File: config.mk
export PLATFORM = sky130hd
export DESIGN_NAME = permutator_ctrl
export DESIGN_NICKNAME = d
export VERILOG_FILES = /design/src/rtl/permutator_pkg.sv /design/src/rtl/permutator_cmd_slot.sv /design/src/rtl/permutator_ctrl.sv
export SDC_FILE = /design/constraint.sdc
export NUM_CORES = 1
export LEC_CHECK = 0
export BUFFER_PORTS_ARGS = -buffer_cell sky130_fd_sc_hd__buf_2
export CAP_MARGIN = 20
export CORE_UTILIZATION = 50
export CTS_CLUSTER_SIZE = 20
export DETAILED_ROUTE_END_ITERATION = 6
export GPL_ROUTABILITY_DRIVEN = 0
export PLACE_DENSITY = 0.78
export SYNTH_ARGS = -nofsm -noshare
export SYNTH_HDL_FRONTEND = slang
export SYNTH_SLANG_ARGS = --single-unit
File: constraint.sdc
create_clock -name clk -period 5.1 [get_ports clk]
set_input_delay 0.765 -clock clk [delete_from_list [all_inputs] [get_ports clk]]
set_output_delay 0.765 -clock clk [all_outputs]
set_load 0.05 [all_outputs]
File: src/rtl/permutator_pkg.sv
// Shared types and defaults for the slice permutation controller.
package permutator_pkg;

    localparam int LOG2SLICES_DEF = 3;
    localparam int LEN_W_DEF      = 8;

    typedef enum logic [1:0] {
        ST_IDLE   = 2'd0,
        ST_SETTLE = 2'd1,
        ST_RUN    = 2'd2
    } state_t;

    typedef struct packed {
        logic [LOG2SLICES_DEF-1:0] mask;
        logic [LEN_W_DEF-1:0]      len;
    } cmd_t;

endpackage

File: src/rtl/permutator_cmd_slot.sv
// One-entry valid/ready holding register for a pending burst command.
module permutator_cmd_slot #(
    parameter int W = 11
) (
    input  logic         clk,
    input  logic         rst,
    input  logic         i_valid,
    output logic         o_ready,
    input  logic [W-1:0] i_data,
    output logic         o_valid,
    input  logic         i_ready,
    output logic [W-1:0] o_data
);

    logic         r_valid;
    logic [W-1:0] r_data;

    assign o_ready = !r_valid;
    assign o_valid = r_valid;
    assign o_data  = r_data;

    always_ff @(posedge clk) begin
        if (rst) begin
            r_valid <= 1'b0;
        end else if (i_valid && !r_valid) begin
            r_valid <= 1'b1;
        end else if (i_ready && r_valid) begin
            r_valid <= 1'b0;
        end
    end

    // Payload needs no reset: it is only observed while r_valid is set.
    always_ff @(posedge clk) begin
        if (i_valid && !r_valid) begin
            r_data <= i_data;
        end
    end

endmodule

File: src/rtl/permutator_ctrl.sv
// Burst controller broadcasting an XOR slice permutation to a zero-latency datapath.
// Optional PERM_CMD_QUEUE_EN adds a pending command slot for gapless same-mask bursts.
module permutator_ctrl
    import permutator_pkg::*;
#(
    parameter int LOG2SLICES = LOG2SLICES_DEF,
    parameter int LEN_W      = LEN_W_DEF
) (
    input  logic                  clk,
    input  logic                  rst,
    input  logic                  cmd_valid,
    output logic                  cmd_ready,
    input  logic [LOG2SLICES-1:0] cmd_mask,
    input  logic [LEN_W-1:0]      cmd_len,
    input  logic                  in_valid,
    output logic                  in_ready,
    output logic                  out_valid,
    input  logic                  out_ready,
    output logic                  out_last,
    output logic [LOG2SLICES-1:0] perm_cfg,
    output logic                  busy,
    output logic                  done
);

    state_t                r_state, w_state_nxt;
    logic [LEN_W-1:0]      r_cnt, w_cnt_nxt;
    logic [LOG2SLICES-1:0] r_perm_cfg, w_cfg_nxt;
    logic                  r_done, w_done_nxt;
    logic                  w_xfer;

`ifdef PERM_CMD_QUEUE_EN
    localparam int CW = LOG2SLICES + LEN_W;
    logic                  w_slot_ready, w_slot_valid, w_slot_push, w_slot_pop;
    logic [CW-1:0]         w_slot_data;
    logic [LOG2SLICES-1:0] w_slot_mask;
    logic [LEN_W-1:0]      w_slot_len;

    assign {w_slot_mask, w_slot_len} = w_slot_data;

    permutator_cmd_slot #(.W(CW)) u_slot (
        .clk     (clk),
        .rst     (rst),
        .i_valid (w_slot_push),
        .o_ready (w_slot_ready),
        .i_data  ({cmd_mask, cmd_len}),
        .o_valid (w_slot_valid),
        .i_ready (w_slot_pop),
        .o_data  (w_slot_data)
    );
`endif

    always_comb begin
        w_state_nxt = r_state;
        w_cnt_nxt   = r_cnt;
        w_cfg_nxt   = r_perm_cfg;
        w_done_nxt  = 1'b0;
        w_xfer      = 1'b0;
        cmd_ready   = 1'b0;
        in_ready    = 1'b0;
        out_valid   = 1'b0;
`ifdef PERM_CMD_QUEUE_EN
        w_slot_push = 1'b0;
        w_slot_pop  = 1'b0;
`endif
        case (r_state)
            ST_IDLE: begin
                cmd_ready = 1'b1;
                if (cmd_valid) begin
                    w_cfg_nxt   = cmd_mask;
                    w_cnt_nxt   = cmd_len;
                    w_state_nxt = ST_SETTLE;
                end
            end
            ST_SETTLE: begin
`ifdef PERM_CMD_QUEUE_EN
                cmd_ready   = w_slot_ready;
                w_slot_push = cmd_valid && w_slot_ready;
`endif
                w_state_nxt = ST_RUN;
            end
            ST_RUN: begin
                out_valid = in_valid;
                in_ready  = out_ready;
                w_xfer    = in_valid && out_ready;
`ifdef PERM_CMD_QUEUE_EN
                cmd_ready   = w_slot_ready;
                w_slot_push = cmd_valid && w_slot_ready;
`endif
                if (w_xfer) begin
                    if (r_cnt == '0) begin
                        w_done_nxt = 1'b1;
`ifdef PERM_CMD_QUEUE_EN
                        // A command arriving on the final beat bypasses the slot.
                        if (w_slot_valid) begin
                            w_slot_pop  = 1'b1;
                            w_cfg_nxt   = w_slot_mask;
                            w_cnt_nxt   = w_slot_len;
                            w_state_nxt = (w_slot_mask == r_perm_cfg) ? ST_RUN : ST_SETTLE;
                        end else if (cmd_valid) begin
                            w_slot_push = 1'b0;
                            w_cfg_nxt   = cmd_mask;
                            w_cnt_nxt   = cmd_len;
                            w_state_nxt = (cmd_mask == r_perm_cfg) ? ST_RUN : ST_SETTLE;
                        end else begin
                            w_state_nxt = ST_IDLE;
                        end
`else
                        w_state_nxt = ST_IDLE;
`endif
                    end else begin
                        w_cnt_nxt = r_cnt - LEN_W'(1);
                    end
                end
            end
            default: w_state_nxt = ST_IDLE;
        endcase
    end

    always_ff @(posedge clk) begin
        if (rst) begin
            r_state    <= ST_IDLE;
            r_cnt      <= '0;
            r_perm_cfg <= '0;
            r_done     <= 1'b0;
        end else begin
            r_state    <= w_state_nxt;
            r_cnt      <= w_cnt_nxt;
            r_perm_cfg <= w_cfg_nxt;
            r_done     <= w_done_nxt;
        end
    end

    assign out_last = (r_state == ST_RUN) && (r_cnt == '0);
    assign perm_cfg = r_perm_cfg;
    assign busy     = (r_state != ST_IDLE);
    assign done     = r_done;

endmodule

=== Word-level counts from Yosys, hierarchy flattened ===
Cells that the tools add are included.

* Add/sub/neg operators: 1
* Equality and inequality tests: 6
* Muxes and demuxes: 12
* Bitwise operators: 2
* Reduce and logical (&&, ||, !) cells: 10

{| class="wikitable"
|+ Operator list
! operator !! number
|-
| 8-bit two-way mux || 3
|-
| 8-bit case mux with 2 select lines || 1
|-
| 8-bit logical NOT || 1
|-
| 8-bit by 1-bit subtractor with 8-bit output, second input constant || 1
|-
| 2-bit two-way mux || 3
|-
| 2-bit inequality test, second input constant || 3
|-
| 2-bit case mux with 3 select lines || 1
|-
| 1-bit two-way mux || 4
|-
| 4-bit AND reduction || 1
|-
| 2-bit nonzero test || 2
|-
| 3-bit AND reduction || 1
|-
| 3-bit OR reduction || 1
|-
| 2-bit by 1-bit equality test with 1-bit output, second input constant || 1
|-
| 2-bit equality test, second input constant || 1
|-
| 1-bit logical AND || 2
|-
| 2-bit logical NOT || 1
|-
| 2-bit by 1-bit inequality test with 1-bit output, second input constant || 1
|-
| 1-bit NOT || 2
|-
| 2-bit AND reduction || 1
|}

* Bits in registers: 14
* Bits of input ports: 16
* Output and inout port bits: 9
* Logic and storage cells: 35

=== Logic depth before layout (Yosys ltp) ===
Gate-level depths: netlist of the first run.

* Depth in word-level cells: 4
* Depth in mapped cells: 7
* Mapped depth without buffers: 6

=== Worst setup path after synthesis of the first run ===
Ideal clock, no wire load.

* Kind: register to output
* Start: reg r_cnt[0]
* End: out out_last
* Data arrival time: 1.679 ns
* Data required time: 4.335 ns
* Path slack: 2.656 ns
* Stages on the path, launching flop included: 6
* Path buffers: 0
* Path through: dfxtp_1 > inv_1 > ha_1 > nor3b_1 > nand2_1 > nor2_1

* Word-level cells in the longest chain between the ends: 2

{| class="wikitable"
|+ Ends and longest elaborated chain
! what !! RTL line !! RTL
|-
| start, declared || permutator_ctrl.sv:26 || <nowiki>logic [LEN_W-1:0] r_cnt, w_cnt_nxt;</nowiki>
|-
| start signal, assigned || permutator_ctrl.sv:127 || <nowiki>r_cnt <= w_cnt_nxt;</nowiki>
|-
| 8-bit logical NOT || permutator_ctrl.sv:133 || <nowiki>assign out_last = (r_state == ST_RUN) && (r_cnt == '0);</nowiki>
|-
| 1-bit logical AND || permutator_ctrl.sv:133 ||
|-
| end, declared || permutator_ctrl.sv:19 || <nowiki>output logic out_last,</nowiki>
|}

No other way between the ends.

=== Worst setup path after layout of the first run ===
Ends and elaborated chain as after synthesis.

==> impl_metrics.toml, run 1 <==
[sta]
fmax_ghz = 0.380
relSlewSlack_pct = 67.7
rsz0062_at_grt = "no"
min_period_ps = 2630
final.period_utilization_pct = 51.5
skew_ps = 1.39
final_hold_viol_count = 0
holdWs_ps = 451
worstMarginPinSlew_ps = 484
tns_ps = 0
setup_viol = 0
slew_viol_final = 0

[critical_path]
end_kind = "output port"
path_buf_inv = 2
cp_slowest_stage_delay_ps = 350
critPathSlowestCell = "nor3b_1"
cp-start-kind = "register"
cp_top_family = "simple AND/OR/NAND/NOR gates"
required_ps = 4340
cp.arrival_ps = 1860
path_max_fanout = 6
crit_type = "register to output port"
crit_chain = "inv_1 > ha_1 > nor3b_1 > nand2_1 > nor2_1 > buf_2"

[global_routing]
grt_usage_pct = 24.5
grt_pass1_vias = 716
grt_start_max_net_pins = 16
grt_pass1_wl_um = 3370
overflow = 0
grt_antenna_before_repair = 0

[cts]
htreeDepth = 1
cts_buffers = 3
cts_tree = "yes"
clk_pin_slew_ps = 80
clk_latency_ps = 280
hold_buffers = 0
cts_sinks = 14
post_cts.repair.setup_buffers = 0
cts_root_buf = "clkbuf_4"
cts_resized = 0
clk_path_buf_depth = 2

[drt]
wl_per_cell_um = 14.6
postRouteAntennaNets = 0
drt_iter0_markers = 35
firstDrtPassIters = 5
routed_via_density = 6.35
totalWireLength_um = 2070
routed-via-count = 896
drcViolationCount = 0

[floorplanning]
die_w_um = 42.9
rows = 14
die_h_um = 42.9
core_mm2 = 0.00154
num_io_pins = 25
die-area_mm2 = 0.00184
initial_core_util_pct = 54.3

[layout]
layoutNonFillerInstCount = 141
drive_above_1_share_pct = 24.0
antennaDiodeCount = 0
most-common-layout-cells = "24 x buf_2, 14 x dfxtp_1, 10 x nand2_1, 8 x a21oi_1, 7 x nor2_1"
fillCellCount = 152
area_growth_pct = 15.5
final_nets = 145
layout_commonest_cell = "buf_2"

[logic_synthesis]
ys_ff_latch = 14
synth_cells = 104
yosys-top-cells-area = "dfxtp_1 33%, a21oi_1 4.8%, nand2_1 4.5%"
synth-async-reset-ratio_pct = 0
yosysSeqAreaShare_pct = 33.5
synth_top_flop_cell = "dfxtp_1"
synthDominantCellAreaShare_pct = 33.5
synth.largest_area_cell = "dfxtp_1"
avgSynthCellArea_um2 = 8.05
synth_nets = 122
yosys_warnings = 0
synth_edf_count = 0
synth_area_um2 = 837
ys_types = 39

[placement]
port_buffers = 24
dpl.hpwl_um = 1510
dp.cells = 138

[flow_run]
maxCapViolations = 0

[worst_hold_path]
hold_path.class = "register to register"

[pwr]
power.leakage_nw = 0.414
p_per_area_mw_per_mm2 = 300
finalPower_mw = 0.291
irDropWorstVdd_uv = 130

[run_status]
status = "completed"
-- worst paths after layout --
kind | from | slack (ps) | depth (start not counted) | endpoint
hold / removal | perm_cfg[0]$_SDFFE_PP0P_ | 450 | 2 | perm_cfg[0]$_SDFFE_PP0P_
hold reg to reg | perm_cfg[0]$_SDFFE_PP0P_ | 450 | 2 | perm_cfg[0]$_SDFFE_PP0P_
setup / recovery | r_cnt[0]$_SDFFE_PP0P_ | 2470 | 6 | out_last
setup reg to reg | r_state[1]$_SDFFE_PP0P_ | 3090 | 4 | r_cnt[5]$_SDFFE_PP0P_
-- cell type report --
class | count | area [µm²] | area share, %
clock buffer | 3 | 22.5 | 2.33
inverter | 4 | 15.0 | 1.55
multi-input combinational | 80 | 509 | 52.7
sequential | 14 | 280 | 29.0
tap | 16 | 20.0 | 2.07
timing repair buffer | 24 | 120 | 12.4
-- per-layer routing --
metal  GRT usage, %  up-vias  wire [µm]
li1               -      432          -
met1           33.1      410        933
met2           38.5       46        931
met3           4.26        8        159
met4           10.0        0         42
met5              0        -          0
-- synth_stat cells (2+ instances only) --
cell type  number
dfxtp_1        14
nand2_1        10
and3_1          2
nand2b_1        4
inv_1           4
a21oi_1         8
nand3_1         6
a32oi_1         2
nor2_1          7
nor2b_1         2
nor3b_1         3
o21ai_0         4
o32ai_1         2
nor4_1          3
nor3_1          2
a211oi_1        2
and2_1          2
ha_1            2
or4_1           2
clkbuf_1        3
buf_2           2
-- tightest hold or removal path, cell delays in order (launching register included) --
cell and delay (ps):
dfxtp_1 310, nand2_1 50, a21oi_1 50
-- stage by stage --
step	util [%]	worst slack [ps]	area, µm²
after detailed placement	61.3	2810	945
after CTS	62.7	2480	967
after global routing	62.7	2350	967
after floorplan	-	2660	837
after global placement	61.3	2830	945
final	62.7	2470	967
-- power by group --
part           switching (mW)  total [mW]  internal (mW)
logic                  0.0606      0.0961         0.0356
clock network          0.0361      0.0635         0.0274
registers              0.0125       0.131          0.118
-- state kept, by name, summed over array words and instances (netlist names) --
name      count
r_cnt         8
r_state       2
done          1
perm_cfg      3
-- kinds of logic after synthesis --
family,share of synthesized area (%)
and+or+nand+nor,34.4
DFF,33.5
AOI/OAI and AO/OA,23.5
adders and majority gates,2.99
buffers and inverters,5.68
No activity file was read; power rests on OpenSTA's default activity.
==> run 2: changes to the inputs <==
--- a/config.mk
+++ b/config.mk
@@ -7,11 +7,11 @@
 export LEC_CHECK = 0
 export BUFFER_PORTS_ARGS = -buffer_cell sky130_fd_sc_hd__buf_2
 export CAP_MARGIN = 20
-export CORE_UTILIZATION = 50
+export CORE_UTILIZATION = 44
 export CTS_CLUSTER_SIZE = 20
 export DETAILED_ROUTE_END_ITERATION = 6
 export GPL_ROUTABILITY_DRIVEN = 0
-export PLACE_DENSITY = 0.78
+export PLACE_DENSITY = 0.73
 export SYNTH_ARGS = -nofsm -noshare
 export SYNTH_HDL_FRONTEND = slang
 export SYNTH_SLANG_ARGS = --single-unit
==> constraint.sdc (replaced) <==
create_clock -name clk -period 2.15 [get_ports clk]
set_input_delay 0.3225 -clock clk [delete_from_list [all_inputs] [get_ports clk]]
set_output_delay 0.3225 -clock clk [all_outputs]
set_load 0.05 [all_outputs]
==> run 2 against run 1 <==
Total power grew to 2.6 times the previous value. Clock skew is 3.1 ps higher. Die area is 13% higher. Register-to-register slack worse by 2700 ps. Critical path depth did not move. Routed wire length decreased by 1.4%. Sequential share of layout area shrank 1.6 points. First-iteration DRC count is 5.7% lower. Final cell count increased by 9.2%. Worst setup slack lost 2300 ps. Largest cell class unchanged. Highest routed layer unchanged.
==> impl_metrics.toml, run 2 (same netlist as run 1, synthesis figures left out) <==
[run_status]
status = "completed"

[flow_run]
maxCapViolations = 0

[drt]
postRouteAntennaNets = 0
drt_iter0_markers = 33
wl_per_cell_um = 13.2
totalWireLength_um = 2040
routed-via-count = 875
drcViolationCount = 0
firstDrtPassIters = 4
routed_via_density = 5.68

[critical_path]
end_kind = "output port"
required_ps = 1830
cp-start-kind = "register"
path_max_fanout = 5
crit_type = "register to output port"
cp.arrival_ps = 1660

[global_routing]
grt_pass1_wl_um = 3100
overflow = 0
grt_usage_pct = 20.4
grt_antenna_before_repair = 0
grt_start_max_net_pins = 16
grt_pass1_vias = 706

[sta]
setup_slack_ps = 167
fmax_ghz = 0.504
final_hold_viol_count = 0
worstMarginPinSlew_ps = 401
holdWs_ps = 274
relSlewSlack_pct = 72.6
final.period_utilization_pct = 92.2
min_period_ps = 1980
rsz0062_at_grt = "no"
setup_viol = 0
slew_viol_final = 0
tns_ps = 0
skew_ps = 4.47

[pwr]
finalPower_mw = 0.747
p_int_mw = 0.479
switching_power_mw = 0.268
pwr-share-clk_pct = 26.3
p_per_area_mw_per_mm2 = 731
pwr-share-comb_pct = 32.7
swShare_pct = 35.9
irDropWorstVdd_uv = 447
power.leakage_nw = 0.437
seqPwrFrac_pct = 40.9

[floorplanning]
initial_core_util_pct = 48.0
die_w_um = 45.6
rows = 15
die_h_um = 45.6
core_mm2 = 0.00175
die-area_mm2 = 0.00208
num_io_pins = 25

[cts]
cts_root_buf = "clkbuf_4"
post_cts.repair.setup_buffers = 0
hold_buffers = 0
cts_buffers = 3
cts_sinks = 14
clk_pin_slew_ps = 90
cts_tree = "yes"
clk_path_buf_depth = 2
htreeDepth = 1
clk_latency_ps = 290

[layout]
drive_above_1_share_pct = 27.1
antennaDiodeCount = 0
most-common-layout-cells = "23 x buf_2, 14 x dfxtp_1, 10 x nand2_1, 8 x a21oi_1, 7 x nor2_1"
layout_commonest_cell = "buf_2"
final_nets = 148
fillCellCount = 168
largest_register = "r_cnt"
area_growth_pct = 22.1
largest_reg_flops = 8

[placement]
port_buffers = 24
dpl.hpwl_um = 1510
dp_slack_ps = 307

[worst_hold_path]
hold_path.class = "primary input to register"
## run 2: cell types whose count changed in the layout (fill, tap and decap cells not counted), sizes merged
cell / delta
buf: +2
clkbuf: +2
## run 2: worst paths after layout
path                                               start                       end  slack, ps  depth (start not counted)
worst min-delay path                         cmd_mask[1]  perm_cfg[1]$_SDFFE_PP0P_        270                          3
worst max-delay path               r_cnt[0]$_SDFFE_PP0P_                  out_last        170                          6
worst min register to register  perm_cfg[0]$_SDFFE_PP0P_  perm_cfg[0]$_SDFFE_PP0P_        460                          2
worst max register to register   r_state[0]$_SDFFE_PP0P_     r_cnt[5]$_SDFFE_PP0P_        360                          4
## run 2: power by group through the flow
stage          clock [mW]  sequential [mW]  combinational [mW]
4_1_cts             0.201            0.306               0.243
6_report            0.197            0.306               0.245
3_3_place_gp            0            0.310               0.235
2_1_floorplan           0            0.319               0.165
5_1_grt             0.211            0.310               0.268
3_5_place_dp            0            0.311               0.240
## run 2: routing by layer
metal	track usage, %	wire, µm	part of all wire [%]	vias to the layer above
li1	-	-	-	440
met1	26.6	897	44	390
met2	32.6	962	47	43
met3	6.75	165	8.1	2
met4	4.24	10	0.49	0
met5	0	0	0	-
## run 2: layout make-up
class	instances	area, µm²	share of cell area, %
clock buffers	4	36.3	3.55
flip-flops and latches	14	280	27.4
repair buffers	27	145	14.2
inverters	4	15.0	1.47
multi-input cells	80	514	50.3
well taps	25	31.3	3.06
## run 2: what timing repair did
action	CTS	global route
gates resized for setup	1	1
gates cloned	0	0
endpoints found under the setup margin	1	1
## run 2: critical path, stage by stage, from the launching register on
cell      delay (ps)
dfxtp_1          340
inv_1            150
ha_1             160
nor3b_2          260
nand2_1          110
nor2_1           120
clkbuf_4         240
## run 2: metrics by stage
step           instance area [µm²]  util [%]  std cells
3_3_place_gp                   978      56.1        150
5_1_grt                       1020      58.6        154
6_report                      1020      58.6        154
2_1_floorplan                  837         -        104
3_5_place_dp                   978      56.1        150
4_1_cts                       1020      58.4        154
